`config.mk`:
```
export PLATFORM = sky130hd
export DESIGN_NAME = rdc_reset_sequencer
export DESIGN_NICKNAME = d
export VERILOG_FILES = /design/src/rtl/rdc_seq_pkg.sv /design/src/rtl/rdc_seq_timer.sv /design/src/rtl/rdc_reset_sequencer.sv
export SDC_FILE = /design/constraint.sdc
export NUM_CORES = 1
export LEC_CHECK = 0
export BUFFER_PORTS_ARGS = -buffer_cell sky130_fd_sc_hd__buf_2
export CORE_MARGIN = 2
export CORE_UTILIZATION = 55
export DETAILED_ROUTE_END_ITERATION = 16
export PLACE_DENSITY = 0.74
export SYNTH_ARGS = -nofsm -noshare
export SYNTH_HDL_FRONTEND = slang
export SYNTH_SLANG_ARGS = --single-unit
```
`constraint.sdc`:
```
create_clock -name clk_b -period 2.3 [get_ports clk_b]
set_input_delay 0 -clock clk_b [delete_from_list [all_inputs] [get_ports clk_b]]
set_output_delay 0 -clock clk_b [all_outputs]
set_load 0.005 [all_outputs]
```
`src/rtl/rdc_seq_pkg.sv`:
```
// Shared types and constants for the reset-domain-crossing reset sequencer.
package rdc_seq_pkg;

  typedef enum logic [1:0] {
    IDLE    = 2'd0,
    ISOLATE = 2'd1,
    ASSERT  = 2'd2,
    RELEASE = 2'd3
  } rdc_seq_state_t;

  localparam int SEQ_CNT_W = 8;

endpackage

```
`src/rtl/rdc_seq_timer.sv`:
```
// Loadable down-counter that times each sequencer phase; zero_o flags expiry.
module rdc_seq_timer #(
  parameter int CNT_W = 8
) (
  input  logic             clk_i,
  input  logic             rst_i,
  input  logic             load_i,
  input  logic [CNT_W-1:0] load_val_i,
  input  logic             dec_i,
  output logic             zero_o
);

  logic [CNT_W-1:0] count_q, count_d;

  always_comb begin
    count_d = count_q;
    if (load_i) begin
      count_d = load_val_i;
    end else if (dec_i && (count_q != '0)) begin
      count_d = count_q - 1'b1;
    end
  end

  always_ff @(posedge clk_i) begin
    if (rst_i) begin
      count_q <= '0;
    end else begin
      count_q <= count_d;
    end
  end

  assign zero_o = (count_q == '0);

endmodule

```
`src/rtl/rdc_reset_sequencer.sv`:
```
// Destination-domain sequencer: isolate capture, pulse the source reset, settle, release.
// Optional RDC_SEQ_STATUS_EN adds a saturating completed-sequence counter on seq_cnt_o.
module rdc_reset_sequencer
  import rdc_seq_pkg::*;
#(
  parameter int QUIESCE_CYC = 4,
  parameter int HOLD_CYC    = 8,
  parameter int SETTLE_CYC  = 2,
  parameter int CNT_W       = 8
) (
  input  logic clk_b,
  input  logic rst_b,
  input  logic req_i,
  output logic iso_en_o,
  output logic src_rst_n_o,
  output logic busy_o,
  output logic done_o
`ifdef RDC_SEQ_STATUS_EN
  ,
  output logic [SEQ_CNT_W-1:0] seq_cnt_o
`endif
);

  localparam logic [CNT_W-1:0] QUIESCE_LD = CNT_W'(QUIESCE_CYC - 1);
  localparam logic [CNT_W-1:0] HOLD_LD    = CNT_W'(HOLD_CYC - 1);
  localparam logic [CNT_W-1:0] SETTLE_LD  = CNT_W'(SETTLE_CYC - 1);

  rdc_seq_state_t state_q, state_d;

  logic             req_q;
  logic             req_rise_q;
  logic             tmr_load;
  logic             tmr_dec;
  logic [CNT_W-1:0] tmr_val;
  logic             tmr_zero;

  logic iso_q, iso_d;
  logic src_rst_n_q, src_rst_n_d;
  logic busy_q, busy_d;
  logic done_q, done_d;

  rdc_seq_timer #(
    .CNT_W(CNT_W)
  ) u_timer (
    .clk_i      (clk_b),
    .rst_i      (rst_b),
    .load_i     (tmr_load),
    .load_val_i (tmr_val),
    .dec_i      (tmr_dec),
    .zero_o     (tmr_zero)
  );

  always_comb begin
    state_d  = state_q;
    tmr_load = 1'b0;
    tmr_dec  = 1'b0;
    tmr_val  = '0;
    done_d   = 1'b0;
    unique case (state_q)
      IDLE: begin
        if (req_rise_q) begin
          tmr_load = 1'b1;
          tmr_val  = QUIESCE_LD;
          state_d  = ISOLATE;
        end
      end
      ISOLATE: begin
        if (tmr_zero) begin
          tmr_load = 1'b1;
          tmr_val  = HOLD_LD;
          state_d  = ASSERT;
        end else begin
          tmr_dec = 1'b1;
        end
      end
      ASSERT: begin
        if (tmr_zero) begin
          tmr_load = 1'b1;
          tmr_val  = SETTLE_LD;
          state_d  = RELEASE;
        end else begin
          tmr_dec = 1'b1;
        end
      end
      RELEASE: begin
        if (tmr_zero) begin
          state_d = IDLE;
          done_d  = 1'b1;
        end else begin
          tmr_dec = 1'b1;
        end
      end
      default: state_d = IDLE;
    endcase
  end

  // Outputs are decoded from the next state so they register glitch-free.
  always_comb begin
    iso_d       = (state_d != IDLE);
    busy_d      = (state_d != IDLE);
    src_rst_n_d = (state_d != ASSERT);
  end

  // A rise is only captured while the FSM is idle, so edges seen during a
  // sequence (including its final RELEASE cycle) are dropped rather than queued.
  always_ff @(posedge clk_b) begin
    if (rst_b) begin
      req_q       <= 1'b1;
      req_rise_q  <= 1'b0;
      state_q     <= IDLE;
      iso_q       <= 1'b0;
      src_rst_n_q <= 1'b1;
      busy_q      <= 1'b0;
      done_q      <= 1'b0;
    end else begin
      req_q       <= req_i;
      req_rise_q  <= req_i & ~req_q & (state_q == IDLE);
      state_q     <= state_d;
      iso_q       <= iso_d;
      src_rst_n_q <= src_rst_n_d;
      busy_q      <= busy_d;
      done_q      <= done_d;
    end
  end

  assign iso_en_o    = iso_q;
  assign src_rst_n_o = src_rst_n_q;
  assign busy_o      = busy_q;
  assign done_o      = done_q;

`ifdef RDC_SEQ_STATUS_EN
  logic [SEQ_CNT_W-1:0] seq_cnt_q;

  always_ff @(posedge clk_b) begin
    if (rst_b) begin
      seq_cnt_q <= '0;
    end else if (done_d && (seq_cnt_q != '1)) begin
      seq_cnt_q <= seq_cnt_q + 1'b1;
    end
  end

  assign seq_cnt_o = seq_cnt_q;
`endif

endmodule

```
* Word-level counts from Yosys, hierarchy flattened *
Cells that the tools add are included.

word-level totals
  register bits = 15
  bits of input ports = 3
  output and inout port bits = 4
  logic and storage cells = 41

operators by class
  $add $sub $neg = 1
  equal/unequal tests = 4
  mux-type cells = 16
  bitwise operators = 4
  reductions and logical operators = 9

operator list
  cell                   count
  $mux W8                2
  $mux W2                5
  $pmux W3 S3            1
  $logic_not A8 Y1       1
  $pmux W2 S4            1
  $reduce_bool A8 Y1     1
  $sub A8 B1 Y8 const B  1
  $mux W1                5
  $eq A2 B2 Y1 const B   2
  $reduce_bool A2 Y1     2
  $reduce_or A2 Y1       2
  $mux W3                1
  $reduce_or A3 Y1       1
  $and A1 B1 Y1          2
  $eq A2 B1 Y1 const B   1
  $logic_not A2 Y1       1
  $ne A2 B2 Y1 const B   1
  $not A1 Y1             2
  $pmux W1 S2            1
  $logic_and A1 B1 Y1    1

* Logic depth before layout (Yosys ltp) *
Gate-level depths: netlist (run 1).

  depth in word-level cells = 6
  gate-level depth with buffers = 7
  depth with buffers taken out = 6

* Modules after synthesis *
Synthesis (run 1) repeated with hierarchy kept, for this count alone.

second synthesis, totals
  cells, all modules = 103
  area, all modules = 922.1 sq um

by module, submodules not included
  module               instances  cells each  area an instance (sq um)  sequential area each (sq um)
  rdc_seq_timer        1          59          515.5                     160.2
  rdc_reset_sequencer  1          44          406.6                     140.1

* Worst setup path before layout (run 1) *
No wires, ideal clock.

  path kind = register to register
  start = reg state_q[0]
  end = reg src_rst_n_q, in the netlist src_rst_n_o
  setup time = 0.127 ns
  arrival time = 1.749 ns
  path slack = 0.423 ns
  stages on the path, launching flop included = 7
  path through = dfxtp_1 inv_1 ha_1 clkbuf_1 or3_1 o221a_1 or3b_1

between the ends
  longest elaborated chain between the ends = 3
  elaborated cells on any way between the ends = 10
  classes of those cells = eq/ne: 4; mux: 5; reduce/logical: 1

ends and longest elaborated chain
  item                                        line                        text
  from (decl)                                 rdc_reset_sequencer.sv:28   rdc_seq_state_t state_q, state_d;
  from (signal assigned)                      rdc_reset_sequencer.sv:118  state_q <= state_d;
  $eq A2 B2 Y1, or another cell as far along  rdc_reset_sequencer.sv:59   unique case (state_q)
  $pmux W2 S4 (*)                             rdc_reset_sequencer.sv:59
  $ne A2 B2 Y1 (*)                            rdc_reset_sequencer.sv:101  src_rst_n_d = (state_d != ASSERT);
  to (signal assigned)                        rdc_reset_sequencer.sv:120  src_rst_n_q <= src_rst_n_d;
  to (decl)                                   rdc_reset_sequencer.sv:38   logic src_rst_n_q, src_rst_n_d;

Mark *: on every way between the ends. The rest lies on a longest branch, timed or not.
A chain may end at the register's enable or synchronous reset.

* Worst setup path after layout (run 1) *
  start = reg state_q[1]
  end = reg src_rst_n_q, in the netlist src_rst_n_o

Same word-level chain as after synthesis.

==> run_results.csv, run 1 <==
group,metric,value,unit
detailed_routing,drt_wl_total,1.491,mm
hold_path,min_to,"busy_o",
yosys,netlist_area,833.3,um^2
yosys,synth.avg_cell_area,9.363,um^2
clock_network,tritoncts,"yes",
worst_setup_path,r2r_end,"src_rst_n_o",
yosys,synth_edf_count,0,
detailed_routing,vias,667,
yosys,synthTopCellsByArea,"dfxtp_1, ha_1, a21oi_1",
clock_network,clkSinkCount,15,
worst_setup_path,critPathKind,"reg -> reg",
timing,finalSetupViolCount,0,
final_layout,areaGrowthSynthToFinish,8.108,%
clock_network,postCtsResizedCells,0,
final_layout,finalNetCount,107,
yosys,async_flop_share,0,%
floorplan,core_area,1454,um^2
outcome,outcome,"finished clean",
detailed_routing,routedWlPerCell,13.19,um
floorplan,die-area,1843,um^2
power,share_seq_of_total_power,38.2,%
power,power_frac_comb,44.0,%
place,pre_cts_ws,349.9,ps
global_route,track_usage,17.48,%
yosys,synth_top_area_cell,"dfxtp_1",
worst_setup_path,cp-start-kind,"flop",
floorplan,fp-row-count,14,
timing,max_clock_freq,0.5084,GHz
final_layout,drive_above_1_share,18.56,%
floorplan,initial_core_util,57.31,%
power,clockPowerShare,17.8,%
worst_setup_path,r2r-start,"state_q[1]",
yosys,yosysMostFrequentCell,"dfxtp_1",
flow_run,max-cap-violations,0,
worst_setup_path,cp_max_fo,10,
clock_network,cts_buffer_depth,2,
timing,report.final.slew_viol_count,0,
timing,fin_crit,1967,ps
global_route,grt.overflow.total,0,
yosys,synth_common_cells,"dfxtp_1, a21oi_1, inv_1, nor2_1, ha_1",
detailed_routing,viasPerCell,5.903,
global_route,grt_max_degree,13,
yosys,synth.ff_latch_count,15,
clock_network,cts_buffers,3,
yosys,ys_seq_area_share,36.04,%
place,portBuffers,6,
power,leakagePower,0.0003435,uW
timing,setup_ws,333.1,ps
power,power.share.switching,38.65,%
power,peakVddDrop,0.6328,mV
worst_setup_path,crit_path_end_kind,"flop",
timing,fin_skew,11.79,ps
detailed_routing,drc_errors,0,
final_layout,utilization,61.96,%
timing,hold_violations,0,
timing,post-route-period-util,85.52,%
timing,tns,0,ps
floorplan,die_x,42.93,um
timing,worst_pin_slew,549.6,ps
hold_path,hold_path_startpoint,"rst_b",
global_route,grt_pass1_wl,2.359,mm
detailed_routing,first_pass_iters,4,
power,p_int,537.4,uW
clock_network,path_clk_slew,100,ps
worst_setup_path,r2r_slack,330,ps
global_route,antenna_found_initial,0,
clock_network,htree_levels,1,
timing,whs,9.727,ps
hold_path,hold_path_depth,2,
yosys,syn-instance-count,89,
yosys,syn_nets,98,
detailed_routing,drt_iter0_drc,22,
place,globalplace.congestion,0.8080,
worst_setup_path,crit_required,2480,ps
global_route,grt_pass1_vias,590,
detailed_routing,ant_nets,0,
power,power_density,972.3,nW/um^2
clock_network,cts_root_buf,"clkbuf_4",
worst_setup_path,critPathArrivalTime,2150,ps
timing,relSlewSlack,63.20,%
place,dp_hpwl,1.102,mm
hold_path,hp-class,"in -> reg",
floorplan,io_pins,7,
yosys,synth_top_area_share,36.04,%
worst_setup_path,reg2reg_depth,6,
yosys,yosys_warnings,0,
final_layout,n_antenna_cell,0,
yosys,synth_top_flop_cell,"dfxtp_1",
floorplan,dieHeight,42.93,um
clock_network,clkLatencyLatePin,290,ps
power,power_switching,338.6,uW
timing,rsz0062_at_grt,"no",
yosys,ys_types,38,
==> stage by stage <==
stage	cell area [um^2]	std cells	total power (uW)
6_report	900.9	113	876.0
5_1_grt	900.9	113	934.8
4_1_cts	900.9	113	875.4
3_5_place_dp	864.6	108	718.5
3_3_place_gp	864.6	108	707.7
2_1_floorplan	833.3	89	656.3
==> layout by cell type (no fill, tap or decap), types with 2 or more instances in the layout <==
master	instances
a211oi_1	3
nand2b_1	2
or2_2	3
nor2_1	7
buf_2	6
a21oi_1	7
nand3_1	3
o21ai_0	3
inv_1	7
clkbuf_4	3
ha_1	6
or3_1	3
xnor2_1	3
dfxtp_1	15
==> repair_timing <==
item | CTS | global route
hold buffers | 1 | 0
buffers inserted | 0 | 0
endpoints found under the hold margin | 2 | 0
==> sequential cells by signal, summed over array words and instances (netlist names) <==
register         count
req_rise_q           1
u_timer.count_q      8
busy_o               1
src_rst_n_o          1
done_o               1
req_q                1
state_q              2
==> worst max-delay path, cell delays in order (launching register included) <==
cell and delay [ps]:
dfxtp_1 350, inv_1 130, ha_1 360, inv_1 120
or3_1 390, o221a_1 150, or3b_1 350
==> cell families after synthesis <==
kind of cell	count (synthesis)	synth area share [%]
flip-flops	15	36.04
adder cells (fa/ha/maj)	6	9.009
XOR/XNOR	3	3.154
AO/OA/AOI/OAI	24	20.57
AND/OR/NAND/NOR	30	24.93
buffers and inverters	11	6.307
==> layer usage <==
layer	routed length, um	vias to the layer above	global-route usage (%)
li1	-	341	-
met1	764	305	22.49
met2	642	14	26.97
met3	49	7	3.830
met4	34	0	9.375
met5	0	-	0
==> layout make-up <==
type,count,area (um^2)
Tap cell,16,20.02
Fill cell,120,553.0
Sequential cell,15,300.3
Clock buffer,4,26.28
Timing Repair Buffer,8,47.55
Inverter,7,26.28
Multi-Input combinational cell,63,480.5
==> power groups by stage <==
stage | Combinational, uW | Clock (uW) | Sequential [uW]
final | 386 | 156 | 334
after detailed placement | 378 | 0 | 340
after floorplan | 323 | 0 | 333
after global routing | 426 | 169 | 339
after global placement | 370 | 0 | 338
after CTS | 383 | 159 | 334
==> worst max path at each step <==
| stage | start | to | depth (start not counted) |
|---|---|---|---|
| final | state_q[1] | src_rst_n_o | 6 |
| after global routing | u_timer.count_q[0] | u_timer.count_q[2] | 6 |
| after CTS | state_q[1] | src_rst_n_o | 6 |
| after detailed placement | state_q[1] | src_rst_n_o | 6 |
| after global placement | state_q[1] | src_rst_n_o | 6 |
| after floorplan | state_q[0] | src_rst_n_o | 6 |
No activity file was read; power rests on OpenSTA's default activity.
==> run 2, diff against run 1 <==
--- a/config.mk
+++ b/config.mk
@@ -6,10 +6,13 @@
 export NUM_CORES = 1
 export LEC_CHECK = 0
 export BUFFER_PORTS_ARGS = -buffer_cell sky130_fd_sc_hd__buf_2
+export CELL_PAD_IN_SITES_DETAIL_PLACEMENT = 1
+export CELL_PAD_IN_SITES_GLOBAL_PLACEMENT = 1
+export CORE_ASPECT_RATIO = 1.1
 export CORE_MARGIN = 2
-export CORE_UTILIZATION = 55
+export CORE_UTILIZATION = 43
 export DETAILED_ROUTE_END_ITERATION = 16
-export PLACE_DENSITY = 0.74
+export PLACE_DENSITY_LB_ADDON = 0.1
 export SYNTH_ARGS = -nofsm -noshare
 export SYNTH_HDL_FRONTEND = slang
 export SYNTH_SLANG_ARGS = --single-unit
==> run 2 against run 1 <==
  * Global-route usage about the same
  * First-iteration DRC count down 64%
  * Non-clock buffer count unchanged
  * Worst setup slack got worse by 49 ps
  * Via count is 0.15% higher
  * Critical endpoint unchanged
  * Clock power shrank 3%
  * Register-to-register slack worse by 50 ps
==> run_results.csv, run 2 (same netlist as run 1, synthesis figures left out) <==
group,metric,value,unit
floorplan,fp-row-count,16,
clock_network,clkLatencyLatePin,280,ps
timing,fin_skew,7.382,ps
place,pre_cts_ws,297.3,ps
hold_path,min_to,"state_q[1]",
power,power.share.switching,38.78,%
clock_network,cts_root_buf,"clkbuf_4",
final_layout,n_antenna_cell,0,
worst_setup_path,cpMostUsedCell,"inv_1",
timing,fin_crit,2016,ps
power,power_density,972.3,nW/um^2
final_layout,final_cell_mix,"dfxtp_1, inv_1, a21oi_1, nor2_1",
timing,worst_pin_slew,527.9,ps
timing,report.final.slew_viol_count,0,
power,clockPowerShare,17.2,%
power,p_int,537.7,uW
power,power_switching,340.6,uW
floorplan,io_pins,7,
clock_network,cts_buffers,3,
clock_network,cts_buffer_depth,2,
final_layout,areaGrowthSynthToFinish,8.408,%
place,dp_hpwl,1.313,mm
global_route,track_usage,17.50,%
global_route,grt_pass1_vias,682,
floorplan,die_x,45.97,um
outcome,outcome,"finished clean",
clock_network,cts_setup_buffers,0,
global_route,antenna_found_initial,0,
worst_setup_path,r2r_end,"src_rst_n_o",
hold_path,hold_path_depth,2,
power,total_power,878.3,uW
power,power_frac_comb,44.6,%
detailed_routing,drt_iter0_drc,8,
final_layout,reg.largest.list,"u_timer.count_q x8, state_q x2",
power,leakagePower,0.0003435,uW
clock_network,cts_hold_buf,1,
global_route,grt_max_degree,13,
worst_setup_path,cp_max_fo,10,
worst_setup_path,reg2reg_depth,6,
power,share_seq_of_total_power,38.1,%
clock_network,path_clk_slew,90,ps
detailed_routing,vias,668,
clock_network,postCtsResizedCells,0,
detailed_routing,drt_wl_total,1.712,mm
worst_setup_path,crit_path_end_kind,"flop",
detailed_routing,first_pass_iters,2,
timing,rsz0062_at_grt,"no",
place,portBuffers,6,
final_layout,layout_commonest_cell,"dfxtp_1",
floorplan,die-area,2306,um^2
worst_setup_path,critPathKind,"reg -> reg",
detailed_routing,drc_errors,0,
detailed_routing,viasPerCell,5.809,
worst_setup_path,critPathArrivalTime,2180,ps
timing,relSlewSlack,63.90,%
final_layout,drive_above_1_share,18.56,%
worst_setup_path,crit_required,2460,ps
hold_path,hp-class,"in -> reg",
timing,hold_violations,0,
place,globalplace.congestion,0.7570,
hold_path,hold_path_startpoint,"rst_b",
timing,tns,0,ps
final_layout,finalNetCount,107,
clock_network,clkSinkCount,15,
global_route,grt.overflow.total,0,
final_layout,largest_register_ffs,8,
worst_setup_path,slowest_stage,"ha_1",
worst_setup_path,r2r-start,"state_q[1]",
worst_setup_path,cp-start-kind,"flop",
floorplan,core_area,1802,um^2
clock_network,tritoncts,"yes",
clock_network,htree_levels,1,
detailed_routing,ant_nets,0,
global_route,grt_pass1_wl,2.973,mm
floorplan,dieHeight,50.17,um
floorplan,initial_core_util,46.25,%
timing,max_clock_freq,0.4961,GHz
timing,finalSetupViolCount,0,
worst_setup_path,cp_cell_sequence,"inv_1, ha_1, inv_1, or3_1, o221a_1, or3b_1",
worst_setup_path,critPathMaxStageDelay,390,ps
flow_run,max-cap-violations,0,
timing,setup_ws,284.1,ps
detailed_routing,routedWlPerCell,14.89,um
power,peakVddDrop,0.3206,mV
worst_setup_path,r2r_slack,280,ps
final_layout,largest-register,"u_timer.count_q",
timing,post-route-period-util,87.65,%
## run 2: final cells by class
cell class                      instances  area, um^2
Fill cell                             224       898.4
Multi-Input combinational cell         63       480.5
Sequential cell                        15       300.3
Timing Repair Buffer                    8       47.55
Clock buffer                            4       26.28
Inverter                                7       26.28
Tap cell                               18       22.52
## run 2: how the worst max path moves through the flow
stage | to | slack [ps] | start | cells after the start
after floorplan | src_rst_n_o | 420 | state_q[0] | 6
after global placement | src_rst_n_o | 370 | state_q[1] | 6
after detailed placement | src_rst_n_o | 300 | state_q[1] | 6
after CTS | src_rst_n_o | 280 | state_q[1] | 6
after global routing | src_rst_n_o | 120 | state_q[1] | 6
final | src_rst_n_o | 280 | state_q[1] | 6
## run 2: metrics by stage
stage	area [um^2]	utilization (%)	cells	hold slack (ps)
2_1_floorplan	833.3	-	89	103.8
3_3_place_gp	867.1	48.13	110	194.1
3_5_place_dp	867.1	48.13	110	202.2
4_1_cts	903.4	50.14	115	37.48
5_1_grt	903.4	50.14	115	65.82
6_report	903.4	50.14	115	40.29
## run 2: power groups by stage
stage / Clock [uW] / Combinational (uW) / Sequential [uW]
floorplan: 0 / 323 / 333
global placement: 0 / 377 / 339
detailed placement: 0 / 387 / 341
CTS: 156 / 391 / 336
global route: 174 / 439 / 340
finish: 151 / 392 / 335
## run 2: critical path: cells and delay by family, from the launching register on
family / cells / cell delay [ps]
buffers and inverters: 2 / 280
and+or+nand+nor: 2 / 730
adders and majority gates: 1 / 390
AOI/OAI and AO/OA: 1 / 150
DFF: 1 / 350
## run 2: layer usage
| metal | wire [um] | vias to the layer above | track usage, % | part of all wire [%] |
|---|---|---|---|---|
| met1 | 864 | 321 | 24.17 | 50 |
| met3 | 32 | 2 | 3.237 | 1.9 |
| li1 | - | 338 | - | - |
| met4 | 12 | 0 | 5.714 | 0.70 |
| met2 | 802 | 7 | 26.85 | 47 |
| met5 | 0 | - | 0 | 0 |
